<file path="config.mk">
export PLATFORM = sky130hd
export DESIGN_NAME = vga_grid_controller
export DESIGN_NICKNAME = d
export VERILOG_FILES = /design/src/rtl/vga_pkg.sv /design/src/rtl/vga_timing_gen.sv /design/src/rtl/vga_grid_controller.sv
export SDC_FILE = /design/constraint.sdc
export NUM_CORES = 1
export LEC_CHECK = 0
export BUFFER_PORTS_ARGS = -buffer_cell sky130_fd_sc_hd__buf_2
export CORE_MARGIN = 10
export CORE_UTILIZATION = 62
export CTS_BUF_LIST = sky130_fd_sc_hd__clkbuf_4 sky130_fd_sc_hd__clkbuf_8
export DETAILED_ROUTE_END_ITERATION = 8
export PLACE_DENSITY = 0.91
export SLEW_MARGIN = 20
export SYNTH_ARGS = -nofsm -noshare
export SYNTH_HDL_FRONTEND = slang
export SYNTH_HIERARCHICAL = 1
export SYNTH_SLANG_ARGS = --single-unit
</file>
<file path="constraint.sdc">
create_clock -name CLK -period 6.5 [get_ports CLK]
set_clock_uncertainty 0.15 [all_clocks]
set_input_delay 1.3 -clock CLK [delete_from_list [all_inputs] [get_ports CLK]]
set_output_delay 1.3 -clock CLK [all_outputs]
set_load 0.1 [all_outputs]
</file>
<file path="src/rtl/vga_pkg.sv">
// Shared VGA timing defaults, the delayed sync payload, and the width helpers
// used to size counters and addresses.
package vga_pkg;

   localparam int unsigned DEF_H_ACTIVE    = 800;
   localparam int unsigned DEF_H_FRONT     = 40;
   localparam int unsigned DEF_H_SYNC      = 128;
   localparam int unsigned DEF_H_BACK      = 88;
   localparam int unsigned DEF_V_ACTIVE    = 600;
   localparam int unsigned DEF_V_FRONT     = 1;
   localparam int unsigned DEF_V_SYNC      = 4;
   localparam int unsigned DEF_V_BACK      = 23;
   localparam int unsigned DEF_HSYNC_POL   = 1;
   localparam int unsigned DEF_VSYNC_POL   = 1;
   localparam int unsigned DEF_GRID_COLS   = 3;
   localparam int unsigned DEF_GRID_ROWS   = 3;
   localparam int unsigned DEF_TILE_W      = 280;
   localparam int unsigned DEF_TILE_H      = 215;
   localparam int unsigned DEF_CODE_W      = 4;
   localparam int unsigned DEF_NUM_SPRITES = 9;
   localparam int unsigned DEF_MEM_LAT     = 1;

   typedef struct packed {
      logic hsync;
      logic vsync;
      logic de;
      logic fs;
   } sync_t;

   function automatic int unsigned cnt_w(input int unsigned n);
      return (n < 32'd2) ? 32'd1 : unsigned'($clog2(n));
   endfunction

   function automatic int unsigned rom_aw(input int unsigned sprites,
                                          input int unsigned tw,
                                          input int unsigned th);
      return cnt_w(sprites * tw * th);
   endfunction

endpackage

</file>
<file path="src/rtl/vga_timing_gen.sv">
// Raster counters plus the combinational sync and display-enable decode for
// the current counter position.
module vga_timing_gen
   import vga_pkg::*;
#(
   parameter int unsigned H_ACTIVE  = DEF_H_ACTIVE,
   parameter int unsigned H_FRONT   = DEF_H_FRONT,
   parameter int unsigned H_SYNC    = DEF_H_SYNC,
   parameter int unsigned H_BACK    = DEF_H_BACK,
   parameter int unsigned V_ACTIVE  = DEF_V_ACTIVE,
   parameter int unsigned V_FRONT   = DEF_V_FRONT,
   parameter int unsigned V_SYNC    = DEF_V_SYNC,
   parameter int unsigned V_BACK    = DEF_V_BACK,
   parameter int unsigned HSYNC_POL = DEF_HSYNC_POL,
   parameter int unsigned VSYNC_POL = DEF_VSYNC_POL,
   localparam int unsigned H_TOTAL  = H_ACTIVE + H_FRONT + H_SYNC + H_BACK,
   localparam int unsigned V_TOTAL  = V_ACTIVE + V_FRONT + V_SYNC + V_BACK,
   localparam int unsigned HW       = cnt_w(H_TOTAL),
   localparam int unsigned VW       = cnt_w(V_TOTAL)
) (
   input  logic          clk_i,
   input  logic          rst_ni,
   output logic [HW-1:0] h_o,
   output logic [VW-1:0] v_o,
   output logic          hsync_c_o,
   output logic          vsync_c_o,
   output logic          de_c_o
);

   localparam logic HS_ON = (HSYNC_POL != 32'd0);
   localparam logic VS_ON = (VSYNC_POL != 32'd0);

   logic [HW-1:0] h_q, h_d;
   logic [VW-1:0] v_q, v_d;

   // H wraps every line; V advances on the H wrap and wraps every frame.
   always_comb begin
      h_d = h_q + HW'(1);
      v_d = v_q;
      if (32'(h_q) == H_TOTAL - 32'd1) begin
         h_d = '0;
         v_d = (32'(v_q) == V_TOTAL - 32'd1) ? '0 : v_q + VW'(1);
      end
   end

   always_ff @(posedge clk_i) begin
      if (!rst_ni) begin
         h_q <= '0;
         v_q <= '0;
      end else begin
         h_q <= h_d;
         v_q <= v_d;
      end
   end

   assign h_o       = h_q;
   assign v_o       = v_q;
   assign hsync_c_o = ((32'(h_q) >= H_ACTIVE + H_FRONT) &&
                       (32'(h_q) <  H_ACTIVE + H_FRONT + H_SYNC)) ? HS_ON : ~HS_ON;
   assign vsync_c_o = ((32'(v_q) >= V_ACTIVE + V_FRONT) &&
                       (32'(v_q) <  V_ACTIVE + V_FRONT + V_SYNC)) ? VS_ON : ~VS_ON;
   assign de_c_o    = (32'(h_q) < H_ACTIVE) && (32'(v_q) < V_ACTIVE);

endmodule

</file>
<file path="src/rtl/vga_grid_controller.sv">
// Tile-grid VGA controller: per-frame latched tile codes drive a sprite ROM
// lookup; syncs are delayed to stay aligned with the returned pixel.
module vga_grid_controller
   import vga_pkg::*;
#(
   parameter int unsigned H_ACTIVE    = DEF_H_ACTIVE,
   parameter int unsigned H_FRONT     = DEF_H_FRONT,
   parameter int unsigned H_SYNC      = DEF_H_SYNC,
   parameter int unsigned H_BACK      = DEF_H_BACK,
   parameter int unsigned V_ACTIVE    = DEF_V_ACTIVE,
   parameter int unsigned V_FRONT     = DEF_V_FRONT,
   parameter int unsigned V_SYNC      = DEF_V_SYNC,
   parameter int unsigned V_BACK      = DEF_V_BACK,
   parameter int unsigned HSYNC_POL   = DEF_HSYNC_POL,
   parameter int unsigned VSYNC_POL   = DEF_VSYNC_POL,
   parameter int unsigned GRID_COLS   = DEF_GRID_COLS,
   parameter int unsigned GRID_ROWS   = DEF_GRID_ROWS,
   parameter int unsigned TILE_W      = DEF_TILE_W,
   parameter int unsigned TILE_H      = DEF_TILE_H,
   parameter int unsigned CODE_W      = DEF_CODE_W,
   parameter int unsigned NUM_SPRITES = DEF_NUM_SPRITES,
   parameter int unsigned MEM_LAT     = DEF_MEM_LAT,
   localparam int unsigned ROM_AW     = rom_aw(NUM_SPRITES, TILE_W, TILE_H)
) (
   input  logic                                 CLK,
   input  logic                                 RESET_N,
   input  logic [GRID_COLS*GRID_ROWS*CODE_W-1:0] CONTROL_ARRAY,
   output logic [ROM_AW-1:0]                    ROM_ADDR,
   input  logic                                 ROM_DATA,
   output logic                                 PIXEL_VALUE,
   output logic                                 PIXEL_VALID,
   output logic                                 HSYNC,
   output logic                                 VSYNC,
   output logic                                 FRAME_START
);

   localparam int unsigned H_TOTAL   = H_ACTIVE + H_FRONT + H_SYNC + H_BACK;
   localparam int unsigned V_TOTAL   = V_ACTIVE + V_FRONT + V_SYNC + V_BACK;
   localparam int unsigned HW        = cnt_w(H_TOTAL);
   localparam int unsigned VW        = cnt_w(V_TOTAL);
   localparam int unsigned LXW       = cnt_w(TILE_W);
   localparam int unsigned LYW       = cnt_w(TILE_H);
   localparam int unsigned CW        = cnt_w(GRID_COLS + 1);
   localparam int unsigned RW        = cnt_w(GRID_ROWS + 1);
   localparam int unsigned NT        = GRID_COLS * GRID_ROWS;
   localparam int unsigned CA_W      = NT * CODE_W;
   localparam int unsigned SPRITE_SZ = TILE_W * TILE_H;
   localparam int unsigned L         = 3 + MEM_LAT;
   localparam sync_t       SYNC_RST  = '{hsync: (HSYNC_POL == 32'd0),
                                         vsync: (VSYNC_POL == 32'd0),
                                         de: 1'b0, fs: 1'b0};

   logic [HW-1:0] h;
   logic [VW-1:0] v;
   logic          hsync_c, vsync_c, de_c;

   vga_timing_gen #(
      .H_ACTIVE (H_ACTIVE), .H_FRONT (H_FRONT), .H_SYNC (H_SYNC), .H_BACK (H_BACK),
      .V_ACTIVE (V_ACTIVE), .V_FRONT (V_FRONT), .V_SYNC (V_SYNC), .V_BACK (V_BACK),
      .HSYNC_POL(HSYNC_POL), .VSYNC_POL(VSYNC_POL)
   ) u_timing (
      .clk_i    (CLK),
      .rst_ni   (RESET_N),
      .h_o      (h),
      .v_o      (v),
      .hsync_c_o(hsync_c),
      .vsync_c_o(vsync_c),
      .de_c_o   (de_c)
   );

   logic line_end_c, frame_end_c, frame_first_c;
   assign line_end_c    = (32'(h) == H_TOTAL - 32'd1);
   assign frame_end_c   = line_end_c && (32'(v) == V_TOTAL - 32'd1);
   assign frame_first_c = (h == '0) && (v == '0);

   logic [LXW-1:0]  lx_q, lx_d;
   logic [LYW-1:0]  ly_q, ly_d;
   logic [CW-1:0]   col_q, col_d;
   logic [RW-1:0]   row_q, row_d;
   logic [CA_W-1:0] codes_q, codes_d;

   // Tile position tracks the raster; column/row saturate once past the grid.
   always_comb begin
      lx_d  = lx_q + LXW'(1);
      ly_d  = ly_q;
      col_d = col_q;
      row_d = row_q;
      if (line_end_c) begin
         lx_d  = '0;
         col_d = '0;
         if (frame_end_c) begin
            ly_d  = '0;
            row_d = '0;
         end else if (32'(ly_q) == TILE_H - 32'd1) begin
            ly_d = '0;
            if (32'(row_q) < GRID_ROWS) row_d = row_q + RW'(1);
         end else begin
            ly_d = ly_q + LYW'(1);
         end
      end else if (32'(lx_q) == TILE_W - 32'd1) begin
         lx_d = '0;
         if (32'(col_q) < GRID_COLS) col_d = col_q + CW'(1);
      end
   end

   // The first pixel of a frame reads the live array so it sees the new codes.
   assign codes_d = frame_first_c ? CONTROL_ARRAY : codes_q;

   logic              in_grid_c;
   logic [CODE_W-1:0] code_c;

   always_comb begin
      in_grid_c = (32'(col_q) < GRID_COLS) && (32'(row_q) < GRID_ROWS);
      code_c    = '0;
      for (int unsigned k = 0; k < NT; k++) begin
         if (in_grid_c && (32'(row_q) * GRID_COLS + 32'(col_q) == k))
            code_c = codes_d[k*CODE_W +: CODE_W];
      end
   end

   logic [CODE_W-1:0]  code_s1_q;
   logic [LXW-1:0]     lx_s1_q;
   logic [LYW-1:0]     ly_s1_q;
   logic               area_s1_q;
   logic [ROM_AW-1:0]  rom_addr_q, rom_addr_d;
   logic               en_s2_q, en_s2_d;
   logic [MEM_LAT-1:0] en_pipe_q, en_pipe_d;
   logic               pix_q, pix_d;
   sync_t              sync_c;
   sync_t [L-1:0]      sync_q, sync_d;

   assign rom_addr_d = ROM_AW'(32'(code_s1_q) * SPRITE_SZ + 32'(ly_s1_q) * TILE_W
                               + 32'(lx_s1_q));
   assign en_s2_d    = area_s1_q && (32'(code_s1_q) < NUM_SPRITES);
   assign pix_d      = en_pipe_q[MEM_LAT-1] & ROM_DATA;
   assign sync_c     = '{hsync: hsync_c, vsync: vsync_c, de: de_c, fs: frame_first_c};

   // Pixel-enable waits out the ROM latency; syncs ride the full pipeline depth.
   always_comb begin
      en_pipe_d    = '0;
      en_pipe_d[0] = en_s2_q;
      for (int unsigned i = 1; i < MEM_LAT; i++) en_pipe_d[i] = en_pipe_q[i-1];
      sync_d    = '0;
      sync_d[0] = sync_c;
      for (int unsigned i = 1; i < L; i++) sync_d[i] = sync_q[i-1];
   end

   always_ff @(posedge CLK) begin
      if (!RESET_N) begin
         lx_q       <= '0;
         ly_q       <= '0;
         col_q      <= '0;
         row_q      <= '0;
         codes_q    <= '0;
         code_s1_q  <= '0;
         lx_s1_q    <= '0;
         ly_s1_q    <= '0;
         area_s1_q  <= 1'b0;
         rom_addr_q <= '0;
         en_s2_q    <= 1'b0;
         en_pipe_q  <= '0;
         pix_q      <= 1'b0;
         sync_q     <= {L{SYNC_RST}};
      end else begin
         lx_q       <= lx_d;
         ly_q       <= ly_d;
         col_q      <= col_d;
         row_q      <= row_d;
         codes_q    <= codes_d;
         code_s1_q  <= code_c;
         lx_s1_q    <= lx_q;
         ly_s1_q    <= ly_q;
         area_s1_q  <= in_grid_c && de_c;
         rom_addr_q <= rom_addr_d;
         en_s2_q    <= en_s2_d;
         en_pipe_q  <= en_pipe_d;
         pix_q      <= pix_d;
         sync_q     <= sync_d;
      end
   end

   assign ROM_ADDR    = rom_addr_q;
   assign PIXEL_VALUE = pix_q;
   assign PIXEL_VALID = sync_q[L-1].de;
   assign HSYNC       = sync_q[L-1].hsync;
   assign VSYNC       = sync_q[L-1].vsync;
   assign FRAME_START = sync_q[L-1].fs;

endmodule

</file>
==> metrics.csv, run 1 <==
stage;metric;value;unit
worst_hold_path;Hold Path End;ROM_ADDR[2]$_SDFF_PN0_;
synth;Syn Inst Count;834;
timing;fin. max-slew vios;0;
grt;grt total ovfl;0;
floorplanning;num rows;40;
worst_setup_path;Crit-path slowest cell;fa_1;
worst_setup_path;CP arrival;5.18;ns
placed_design;GPL Wtd Cong;0.853;
clocking;post-cts resize count;0;
run_status;status;completed;
routing;Avg WL per Cell;15.7;um
synth;count of cell types in the netlist;61;
grt;GR peak layer;met2;
placed_design;dpl ws;1.58;ns
synth;Synth Area in XOR/XNOR;0.0599;
worst_setup_path;Critical Path RT;6.69;ns
worst_setup_path;R2R setup slack;1.51;ns
synth;Commonest cells post-synth;139 x dfxtp_1, 102 x nor2_1, 84 x ha_1;
timing;Sum Neg Setup Slack;0;ns
floorplanning;chip height;132;um
worst_setup_path;Crit Path Max Fanout;6;
clocking;Worst-path clk slew;0.08;ns
grt;largest net degree at the start of global routing;56;
synth;most common cell in the synthesized netlist;dfxtp_1;
timing;final worst path period share;0.768;
synth;EDFF count, synth;0;
timing;Max Freq;0.200;GHz
worst_hold_path;Hold WC Path Type;flip-flop to flip-flop;
floorplanning;Core ar.;12100;um2
clocking;Sink Count;139;
power_and_ir_drop;pwr/cell area;256;nW/um2
worst_setup_path;Worst Setup SP;ly_s1_q[6]$_SDFF_PN0_;
worst_hold_path;hold path startpoint;lx_s1_q[2]$_SDFF_PN0_;
placed_design;hpwl dp;12.2;mm
synth;multiplexer share of the synthesized area;0.0598;
clocking;CTS Buf Count;17;
floorplanning;Initial Util;0.639;
worst_setup_path;type of origin of the critical path;flip-flop;
routing;total wire length;16.9;mm
worst_setup_path;Most common cell on crit path;ha_1;
floorplanning;Die ar.;17400;um2
power_and_ir_drop;worst vdd ir;0.216;mV
routing;antenna-violating nets left;0;
run;maxcap violations;0;
layout;layout cell share with drive strength beyond 1;0.127;
synth;Compound-Gate Fraction of Synth Area;0.0879;
clocking;htree depth;4;
synth;top post-synthesis cells by area;dfxtp_1 36%, ha_1 14%, nor2_1 4.9%;
synth;synthesized area per cell;9.29;um2
routing;drt drc;0;
synth;synthesized cell area;7740;um2
layout;Fill cells;870;
clocking;Skew-Pair Late Insertion Delay;0.45;ns
synth;register area share after synthesis;0.359;
timing;min cycle time layout;4.99;ns
clocking;clk root buf;clkbuf_8;
clocking;CTS Hold Bufs;0;
timing;unrepaired setup endpoints after global routing;no;
placed_design;dpl cells;1046;
synth;Syn. warnings;6;
layout;layout overhead on the synthesized area;11.2;%
timing;final setup margin;1.51;ns
worst_setup_path;worst stage delay on the critical path;0.49;ns
synth;post-synth top area cell;dfxtp_1;
routing;drt via density;5.75;
timing;Tightest Pin Transition;0.891;ns
synth;Post-Synth Adder-Cell Area;0.182;
routing;via count;6194;
worst_setup_path;endpoint class of the critical path;flip-flop;
synth;Post-Synth Simple-Gate Area;0.215;
timing;Slew headroom;0.405;
routing;Initial DRT Pass Iterations;5;
floorplanning;I/O pin count;64;
grt;first-pass GRT wire length;28.5;mm
layout;ant diodes;0;
floorplanning;Die W;132;um
layout;fin nets;1038;
grt;GR Util met1;0.222;
grt;M3 GR Usage;0.0534;
placed_design;port buffer count;63;
worst_setup_path;WS Path Type;flip-flop to flip-flop;
synth;Yosys top cell area share;0.359;
synth;FFs w/ async S/R, synth;0;
synth;ys flop type;dfxtp_1;
worst_setup_path;crit path cell chain;ha_1 > ha_1 > fa_1 > ha_1 > o21ai_0 > a21boi_0 > o21ai_0 > nand2b_1 > a21o_1 > a21o_1 > xor2_1 > ha_1 > ha_1 > and3_1 > a21oi_1 > nand3b_1 > o311ai_0 > xnor2_1 > nor2_1;
worst_setup_path;RR Startpoint;ly_s1_q[6]$_SDFF_PN0_;
placed_design;placed inst area;8190;um2
layout;design area;8610;um2
synth;largest family of logic cells by synthesized area;simple AND/OR/NAND/NOR gates;
grt;Global Route Usage Sum;0.195;
layout;final std cells w/o fill;1077;
power_and_ir_drop;leakage power;4.03;nW
timing;final setup violation count;0;
synth;number of synthesized register bits;139;
timing;Final Hold Fails;0;
grt;vias in the first global route;6135;
synth;Net Count, Synth;975;
worst_hold_path;hold depth;1;
clocking;worst-case clock buffer depth;2;
worst_setup_path;reg2reg path depth;19;
worst_setup_path;FF-to-FF End;ROM_ADDR[19]$_SDFF_PN0_;
clocking;postcts setup bufs;0;
clocking;CTS tree;built;
grt;antenna violations before repair;0;
grt;met2 usage;0.339;
routing;iteration-0 DRC count of the detailed router;425;
## placed cells by master, fill, tap and decap left out, types with 8 or more instances in the layout
master,netlist,routed
clkbuf_8,0,20
o21ai_0,26,26
nor2b_1,9,9
xor2_1,21,21
or3_1,13,13
dfxtp_1,139,139
inv_1,46,46
nand3_1,24,24
xnor2_1,32,32
nor3_1,17,17
nand2_1,55,55
mux2i_1,35,35
a21oi_1,30,30
fa_1,18,18
nor2_1,102,102
nand4_1,13,13
ha_1,84,84
and2_1,45,45
and3_1,12,12
buf_2,2,63
nor4_1,8,8
## flip-flops by register name, summed over array words and instances (netlist names), 4 cells and up
register      flops
lx_q              9
u_timing/h_o     11
sync_d           12
u_timing/v_o     10
ROM_ADDR         20
codes_q          36
code_s1_q         4
ly_q              8
ly_s1_q           8
lx_s1_q           9
## final cells by class
class | count | area [um2] | share of cell area
clock buffers | 21 | 283 | 0.0328
multi-input cells | 626 | 4680 | 0.544
inverters | 47 | 176 | 0.0205
flip-flops and latches | 139 | 2780 | 0.323
repair buffers | 66 | 338 | 0.0392
well taps | 168 | 210 | 0.0244
clock inverters | 10 | 140 | 0.0163
## cell families after synthesis
kind of cell               after synthesis
and+or+nand+nor                        324
DFF                                    139
AOI/OAI and AO/OA                      106
adders and majority gates              102
buffers and inverters                   69
xor gates and xnor gates                53
muxes                                   41
## stage by stage
| stage | util | hold slack [ns] | total power, mW |
|---|---|---|---|
| 6_report | 0.711 | 0.283 | 2.21 |
| 5_1_grt | 0.711 | 0.293 | 2.30 |
| 4_1_cts | 0.711 | 0.288 | 2.21 |
| 3_5_place_dp | 0.676 | 0.268 | 1.47 |
| 3_3_place_gp | 0.676 | 0.264 | 1.45 |
| 2_1_floorplan | - | 0.259 | 1.36 |
## critical path: cells and delay by family (launching register included)
family	cells	cell delay, ns
adder cells (fa/ha/maj)	6	2.10
flip-flops	1	0.45
XOR/XNOR	2	0.32
AO/OA/AOI/OAI	7	1.40
AND/OR/NAND/NOR	4	0.48
## metal layers
layer / vias up / share of wire
li1: 3018 / -
met1: 2953 / 0.42
met2: 180 / 0.50
met3: 43 / 0.056
met4: 0 / 0.022
met5: - / 0
## worst max-delay path by stage
stage	cells past startpoint	slack [ns]	end
final	19	1.51	ROM_ADDR[19]$_SDFF_PN0_
after global routing	19	1.17	ROM_ADDR[19]$_SDFF_PN0_
after CTS	19	1.56	ROM_ADDR[19]$_SDFF_PN0_
after detailed placement	19	1.58	ROM_ADDR[19]$_SDFF_PN0_
after global placement	19	1.77	ROM_ADDR[19]$_SDFF_PN0_
after floorplan	19	1.96	ROM_ADDR[19]$_SDFF_PN0_
## power by group
| group | switching, mW | leakage (nW) | internal (mW) |
|---|---|---|---|
| registers | 0.0243 | 1.13 | 0.901 |
| logic | 0.363 | 2.69 | 0.177 |
| clock network | 0.328 | 0.208 | 0.412 |
(Power assumes the default switching activity.)
==> run 2: changes to the inputs <==
- CORE_UTILIZATION: 62 -> 56
- PLACE_DENSITY: 0.91 -> 0.87
- clock period: 6.5 -> 4 ns (I/O delays scaled with it)
==> run 2 against run 1 <==
  * The run now ends with negative setup slack left
  * Via count increased by 3.8%
  * Design area increased by 9.6%
  * Hold slack got worse by 0.0054 ns
  * Die area increased by 9.1%
  * First-iteration DRC count increased by 17%
  * Cell count increased by 5.1%
  * Critical path type unchanged
  * Critical endpoint is now ROM_ADDR[17]$_SDFF_PN0_
==> metrics.csv, run 2 (same netlist as run 1, synthesis figures left out) <==
stage;metric;value;unit;change
routing;Routed met2 length;9.88;mm;was 8.47 mm
layout;fin util;0.704;;was 0.711
placed_design;dpl ws;-0.290;ns;was 1.58 ns
routing;drt via density;5.68;;was 5.75
routing;uppermost routed layer;met4;;unchanged
routing;metal1 wirelength;7.84;mm;was 7.12 mm
routing;Avg WL per Cell;17.0;um;was 15.7 um
timing;Tightest Pin Transition;0.940;ns;was 0.891 ns
worst_setup_path;RR Startpoint;ly_s1_q[6]$_SDFF_PN0_;;unchanged
run_status;failing checks;negative setup slack;;
worst_setup_path;Crit Path Max Fanout;5;;was 6
timing;Max Freq;0.223;GHz;was 0.200 GHz
placed_design;GPL Wtd Cong;0.851;;was 0.853
worst_hold_path;hold depth;1;;unchanged
worst_setup_path;reg2reg path depth;19;;unchanged
worst_setup_path;Crit path buffers/inverters;2;;was 0
clocking;Worst-path clk slew;0.08;ns;about the same
worst_setup_path;CP arrival;4.68;ns;was 5.18 ns
layout;Top reg by flops;codes_q;;unchanged
clocking;Sink Count;139;;unchanged
routing;total wire length;19.3;mm;was 16.9 mm
clocking;clk root buf;clkbuf_8;;unchanged
grt;vias in the first global route;6433;;was 6135
power_and_ir_drop;pwr/cell area;388;nW/um2;was 256 nW/um2
routing;Initial DRT Pass Iterations;5;;unchanged
routing;antenna-violating nets left;0;;unchanged
clocking;CTS Hold Bufs;0;;unchanged
grt;Global Route Usage Sum;0.197;;was 0.195
timing;unrepaired setup endpoints after global routing;yes;;was no
layout;fin nets;1085;;was 1038
grt;first-pass GRT wire length;30.2;mm;was 28.5 mm
layout;most common cell after layout, fill and taps aside;dfxtp_1;;unchanged
timing;final worst path period share;1.12;;was 0.768
layout;max FFs per register;36;;unchanged
floorplanning;I/O pin count;64;;unchanged
floorplanning;chip height;138;um;was 132 um
worst_setup_path;delay-heaviest family, CP;adder cells;;unchanged
clocking;CTS tree;built;;unchanged
layout;layout cell share with drive strength beyond 1;0.234;;was 0.127
placed_design;hpwl dp;13.1;mm;was 12.2 mm
worst_setup_path;type of origin of the critical path;flip-flop;;unchanged
clocking;CTS Buf Count;17;;unchanged
layout;design area;9440;um2;was 8610 um2
worst_setup_path;R2R setup slack;-0.49;ns;was 1.51 ns
timing;final setup margin;-0.489;ns;was 1.51 ns
floorplanning;Initial Util;0.578;;was 0.639
layout;final std cells w/o fill;1132;;was 1077
floorplanning;Die ar.;18900;um2;was 17400 um2
layout;most frequent cells in the layout;133 x dfxtp_1, 102 x nor2_1, 63 x buf_2;;was 139 x dfxtp_1, 102 x nor2_1, 84 x ha_1
worst_setup_path;worst stage delay on the critical path;0.44;ns;was 0.49 ns
run;maxcap violations;0;;unchanged
run_status;status;complete, but fails checks;;was completed
worst_hold_path;Hold WC Path Type;flip-flop to flip-flop;;unchanged
layout;layout overhead on the synthesized area;21.9;%;was 11.2%
worst_setup_path;crit path cell chain;ha_4 > ha_4 > fa_1 > ha_4 > inv_2 > o21ai_2 > a21oi_4 > o21bai_4 > a41oi_2 > xnor2_1 > ha_1 > ha_4 > and3_4 > o211ai_1 > nand3b_1 > buf_4 > a21oi_2 > xor2_1 > nor2_1;;was ha_1 > ha_1 > fa_1 > ha_1 > o21ai_0 > a21boi_0 > o21ai_0 > nand2b_1 > a21o_1 > a21o_1 > xor2_1 > ha_1 > ha_1 > and3_1 > a21oi_1 > nand3b_1 > o311ai_0 > xnor2_1 > nor2_1
grt;grt total ovfl;0;;unchanged
timing;Sum Neg Setup Slack;-1.71;ns;was 0 ns
worst_setup_path;Critical Path RT;4.19;ns;was 6.69 ns
timing;fin. max-slew vios;0;;unchanged
timing;Slew headroom;0.372;;was 0.405
floorplanning;Core ar.;13400;um2;was 12100 um2
power_and_ir_drop;worst vdd ir;0.312;mV;was 0.216 mV
routing;WL met3;985;um;was 939 um
clocking;htree depth;4;;unchanged
floorplanning;Die W;138;um;was 132 um
grt;antenna violations before repair;0;;unchanged
power_and_ir_drop;leakage power;4.26;nW;was 4.03 nW
worst_setup_path;WS Path Type;flip-flop to flip-flop;;unchanged
routing;via count;6431;;was 6194
placed_design;placed inst area;8640;um2;was 8190 um2
placed_design;dpl cells;1094;;was 1046
layout;ant diodes;0;;unchanged
grt;largest net degree at the start of global routing;55;;was 56
floorplanning;num rows;42;;was 40
worst_setup_path;FF-to-FF End;ROM_ADDR[17]$_SDFF_PN0_;;was ROM_ADDR[19]$_SDFF_PN0_
timing;minimum hold slack;0.278;ns;was 0.283 ns
timing;final setup violation count;6;;was 0
routing;drt drc;0;;unchanged
power_and_ir_drop;Total Power;3.67;mW;was 2.21 mW
worst_setup_path;endpoint class of the critical path;flip-flop;;unchanged
worst_setup_path;Crit-path slowest cell;fa_1;;unchanged
timing;min cycle time layout;4.49;ns;was 4.99 ns
clocking;worst-case clock buffer depth;2;;unchanged
placed_design;port buffer count;63;;unchanged
clocking;Skew-Pair Late Insertion Delay;0.46;ns;was 0.45 ns
worst_hold_path;hold path startpoint;sync_d[6]$_SDFF_PN0_;;was lx_s1_q[2]$_SDFF_PN0_
worst_setup_path;Most common cell on crit path;ha_4;;was ha_1
routing;iteration-0 DRC count of the detailed router;496;;was 425
timing;Final Hold Fails;0;;unchanged
worst_hold_path;Hold Path End;sync_d[10]$_SDFF_PN0_;;was ROM_ADDR[2]$_SDFF_PN0_
-- run 2: how the worst max path moves through the flow --
stage	depth (start not counted)	startpoint	slack [ns]	endpoint
floorplan	20	ly_s1_q[6]$_SDFF_PN0_	-0.06	ROM_ADDR[19]$_SDFF_PN0_
global placement	20	ly_s1_q[4]$_SDFF_PN0_	-0.16	ROM_ADDR[19]$_SDFF_PN0_
detailed placement	19	ly_s1_q[2]$_SDFF_PN0_	-0.29	ROM_ADDR[19]$_SDFF_PN0_
CTS	21	ly_s1_q[7]$_SDFF_PN0_	-0.19	ROM_ADDR[17]$_SDFF_PN0_
global route	19	ly_s1_q[6]$_SDFF_PN0_	-0.58	ROM_ADDR[17]$_SDFF_PN0_
finish	19	ly_s1_q[6]$_SDFF_PN0_	-0.49	ROM_ADDR[17]$_SDFF_PN0_
-- run 2: power breakdown --
group / internal (mW) / switching (mW) / leakage, nW
clock: 0.602 / 0.561 / 0.210
combinational: 0.364 / 0.645 / 2.91
sequential: 1.46 / 0.0321 / 1.14
-- run 2: cell type report --
cell class	count	area, um2
multi-input combinational	626	5140
fill	917	3960
sequential	139	2800
timing repair buffer	113	703
clock buffer	20	269
tap	176	220
inverter	47	176
clock inverter	11	134
-- run 2: layer usage --
metal	vias to the layer above	GRT usage
met3	50	0.0477
li1	3108	-
met4	0	0.0849
met2	210	0.348
met1	3063	0.220
met5	-	0
-- run 2: what timing repair did --
action / 4_1_cts / 5_1_grt
setup buffers: 4 / 3
pin swaps: 26 / 27
resized for setup: 21 / 37
endpoints found under the setup margin: 7 / 9
==> run 3: changes to the inputs <==
- ABC_CLOCK_PERIOD_IN_PS: default -> 4000
- RECOVER_POWER: default -> 25
==> run 3 against run 2 <==
  * The flow finishes with violations (max-capacitance violations, max-slew violations, negative setup slack)
  * Via count about the same
  * Maximum frequency hardly changed
  * Sequential power barely moved
  * Total power barely moved
  * Critical path type unchanged
  * Highest routed layer unchanged
==> metrics.csv, run 3 (same netlist as run 1, synthesis figures left out) <==
stage;metric;value;unit;change
timing;Final Hold Fails;0;;unchanged
power_and_ir_drop;leakage power;4.24;nW;was 4.26 nW
timing;final setup margin;-0.489;ns;about the same
timing;final setup violation count;6;;unchanged
floorplanning;chip height;138;um;unchanged
routing;antenna-violating nets left;0;;unchanged
grt;largest net degree at the start of global routing;55;;unchanged
worst_setup_path;Crit-path slowest cell;fa_1;;unchanged
power_and_ir_drop;Total Power;3.66;mW;was 3.67 mW
power_and_ir_drop;worst vdd ir;0.312;mV;about the same
grt;first-pass GRT wire length;30.2;mm;unchanged
layout;fin nets;1085;;unchanged
routing;via count;6429;;was 6431
worst_hold_path;Hold WC Path Type;flip-flop to flip-flop;;unchanged
placed_design;hpwl dp;13.1;mm;unchanged
worst_setup_path;type of origin of the critical path;flip-flop;;unchanged
placed_design;port buffer count;63;;unchanged
worst_setup_path;Most common cell on crit path;ha_4;;unchanged
clocking;htree depth;4;;unchanged
placed_design;dpl ws;-0.290;ns;unchanged
worst_setup_path;Crit path buffers/inverters;2;;unchanged
floorplanning;Die W;138;um;unchanged
layout;max FFs per register;36;;unchanged
placed_design;dpl cells;1094;;unchanged
clocking;CTS tree;built;;unchanged
worst_setup_path;Critical Path RT;4.19;ns;about the same
timing;Max Freq;0.223;GHz;about the same
worst_setup_path;Crit Path Max Fanout;5;;unchanged
layout;final std cells w/o fill;1132;;unchanged
worst_setup_path;delay-heaviest family, CP;adder cells;;unchanged
grt;vias in the first global route;6433;;unchanged
grt;antenna violations before repair;0;;unchanged
run_status;status;complete, but fails checks;;unchanged
layout;Multi-input gate area;5140;um2;unchanged
routing;iteration-0 DRC count of the detailed router;493;;was 496
layout;Top reg by flops;codes_q;;unchanged
layout;layout cell share with drive strength beyond 1;0.233;;was 0.234
timing;unrepaired setup endpoints after global routing;yes;;unchanged
clocking;Sink Count;139;;unchanged
floorplanning;I/O pin count;64;;unchanged
grt;grt total ovfl;0;;unchanged
routing;Initial DRT Pass Iterations;4;;was 5
clocking;clk root buf;clkbuf_8;;unchanged
layout;Sequential cell area;2800;um2;unchanged
routing;total wire length;19.3;mm;about the same
placed_design;placed inst area;8640;um2;unchanged
worst_setup_path;crit path cell chain;ha_4 > ha_4 > fa_1 > ha_4 > inv_2 > o21ai_2 > a21oi_4 > o21bai_4 > a41oi_2 > xnor2_1 > ha_1 > ha_4 > and3_4 > o211ai_1 > nand3b_1 > buf_4 > a21oi_2 > xor2_1 > nor2_1;;unchanged
placed_design;GPL Wtd Cong;0.851;;unchanged
routing;drt via density;5.68;;about the same
routing;drt drc;0;;unchanged
layout;layout overhead on the synthesized area;21.8;%;was 21.9%
worst_setup_path;worst stage delay on the critical path;0.44;ns;about the same
routing;Avg WL per Cell;17.0;um;about the same
run;maxcap violations;1;;was 0
layout;fin util;0.704;;about the same
worst_setup_path;CP arrival;4.68;ns;about the same
timing;Tightest Pin Transition;2.06;ns;was 0.940 ns
run_status;failing checks;max-capacitance violations, max-slew violations, negative setup slack;;was negative setup slack
timing;min cycle time layout;4.49;ns;about the same
floorplanning;Core ar.;13400;um2;unchanged
timing;Slew headroom;-0.375;;was 0.372
layout;most frequent cells in the layout;133 x dfxtp_1, 102 x nor2_1, 63 x buf_2;;unchanged
timing;final worst path period share;1.12;;about the same
timing;fin. max-slew vios;55;;was 0
floorplanning;Die ar.;18900;um2;unchanged
grt;Global Route Usage Sum;0.197;;unchanged
timing;Sum Neg Setup Slack;-1.77;ns;was -1.71 ns
floorplanning;Initial Util;0.578;;unchanged
layout;design area;9430;um2;was 9440 um2
clocking;CTS Buf Count;17;;unchanged
worst_setup_path;WS Path Type;flip-flop to flip-flop;;unchanged
layout;ant diodes;0;;unchanged
clocking;Worst-path clk slew;0.08;ns;about the same
floorplanning;num rows;42;;unchanged
worst_setup_path;endpoint class of the critical path;flip-flop;;unchanged
layout;most common cell after layout, fill and taps aside;dfxtp_1;;unchanged
layout;Fill cells;919;;was 917
clocking;Skew-Pair Late Insertion Delay;0.46;ns;about the same
power_and_ir_drop;pwr/cell area;388;nW/um2;about the same
timing;minimum hold slack;0.282;ns;was 0.278 ns
clocking;worst-case clock buffer depth;2;;unchanged
-- run 3: worst register-to-register path: stages, from the launching register on --
cell and delay, ns:
dfxtp_4 0.37, ha_4 0.25, ha_4 0.26, fa_1 0.44
ha_4 0.31, inv_2 0.04, o21ai_2 0.16, a21oi_4 0.10
o21bai_4 0.19, a41oi_2 0.20, xnor2_1 0.30, ha_1 0.32
ha_4 0.26, and3_4 0.17, o211ai_1 0.11, nand3b_1 0.19
buf_4 0.18, a21oi_2 0.12, xor2_1 0.18, nor2_1 0.08
-- run 3: power by group --
part           total [mW]  switching, mW  internal, mW
combinational        1.01          0.645         0.364
sequential           1.49         0.0321          1.46
clock                1.16          0.560         0.602
-- run 3: final timing paths --
path                    startpoint                 endpoint  cells past startpoint  slack, ns
max          ly_s1_q[6]$_SDFF_PN0_  ROM_ADDR[17]$_SDFF_PN0_                     19      -0.49
min           sync_d[6]$_SDFF_PN0_    sync_d[10]$_SDFF_PN0_                      1       0.28
max reg2reg  ly_s1_q[6]$_SDFF_PN0_  ROM_ADDR[17]$_SDFF_PN0_                     19      -0.49
min reg2reg   sync_d[6]$_SDFF_PN0_    sync_d[10]$_SDFF_PN0_                      1       0.28
-- run 3: metal layers --
layer	track usage	share of wire	vias up
met5	0	0	-
met4	0.0849	0.029	0
met3	0.0477	0.047	52
met2	0.348	0.51	188
met1	0.220	0.41	3080
li1	-	-	3109
-- run 3: timing repair --
item                                    CTS  global route
cloned                                    0             0
resized for setup                        21            37
pin swaps                                26            27
endpoints found under the setup margin    7             9
hold buffers                              0             0
buffers inserted                          4             3
-- run 3: cell type report --
type,instances,area share
Inverter,47,0.0187
Sequential cell,139,0.296
Timing Repair Buffer,113,0.0741
Clock inverter,11,0.0142
Multi-Input combinational cell,626,0.545
Clock buffer,20,0.0285
Tap cell,176,0.0233
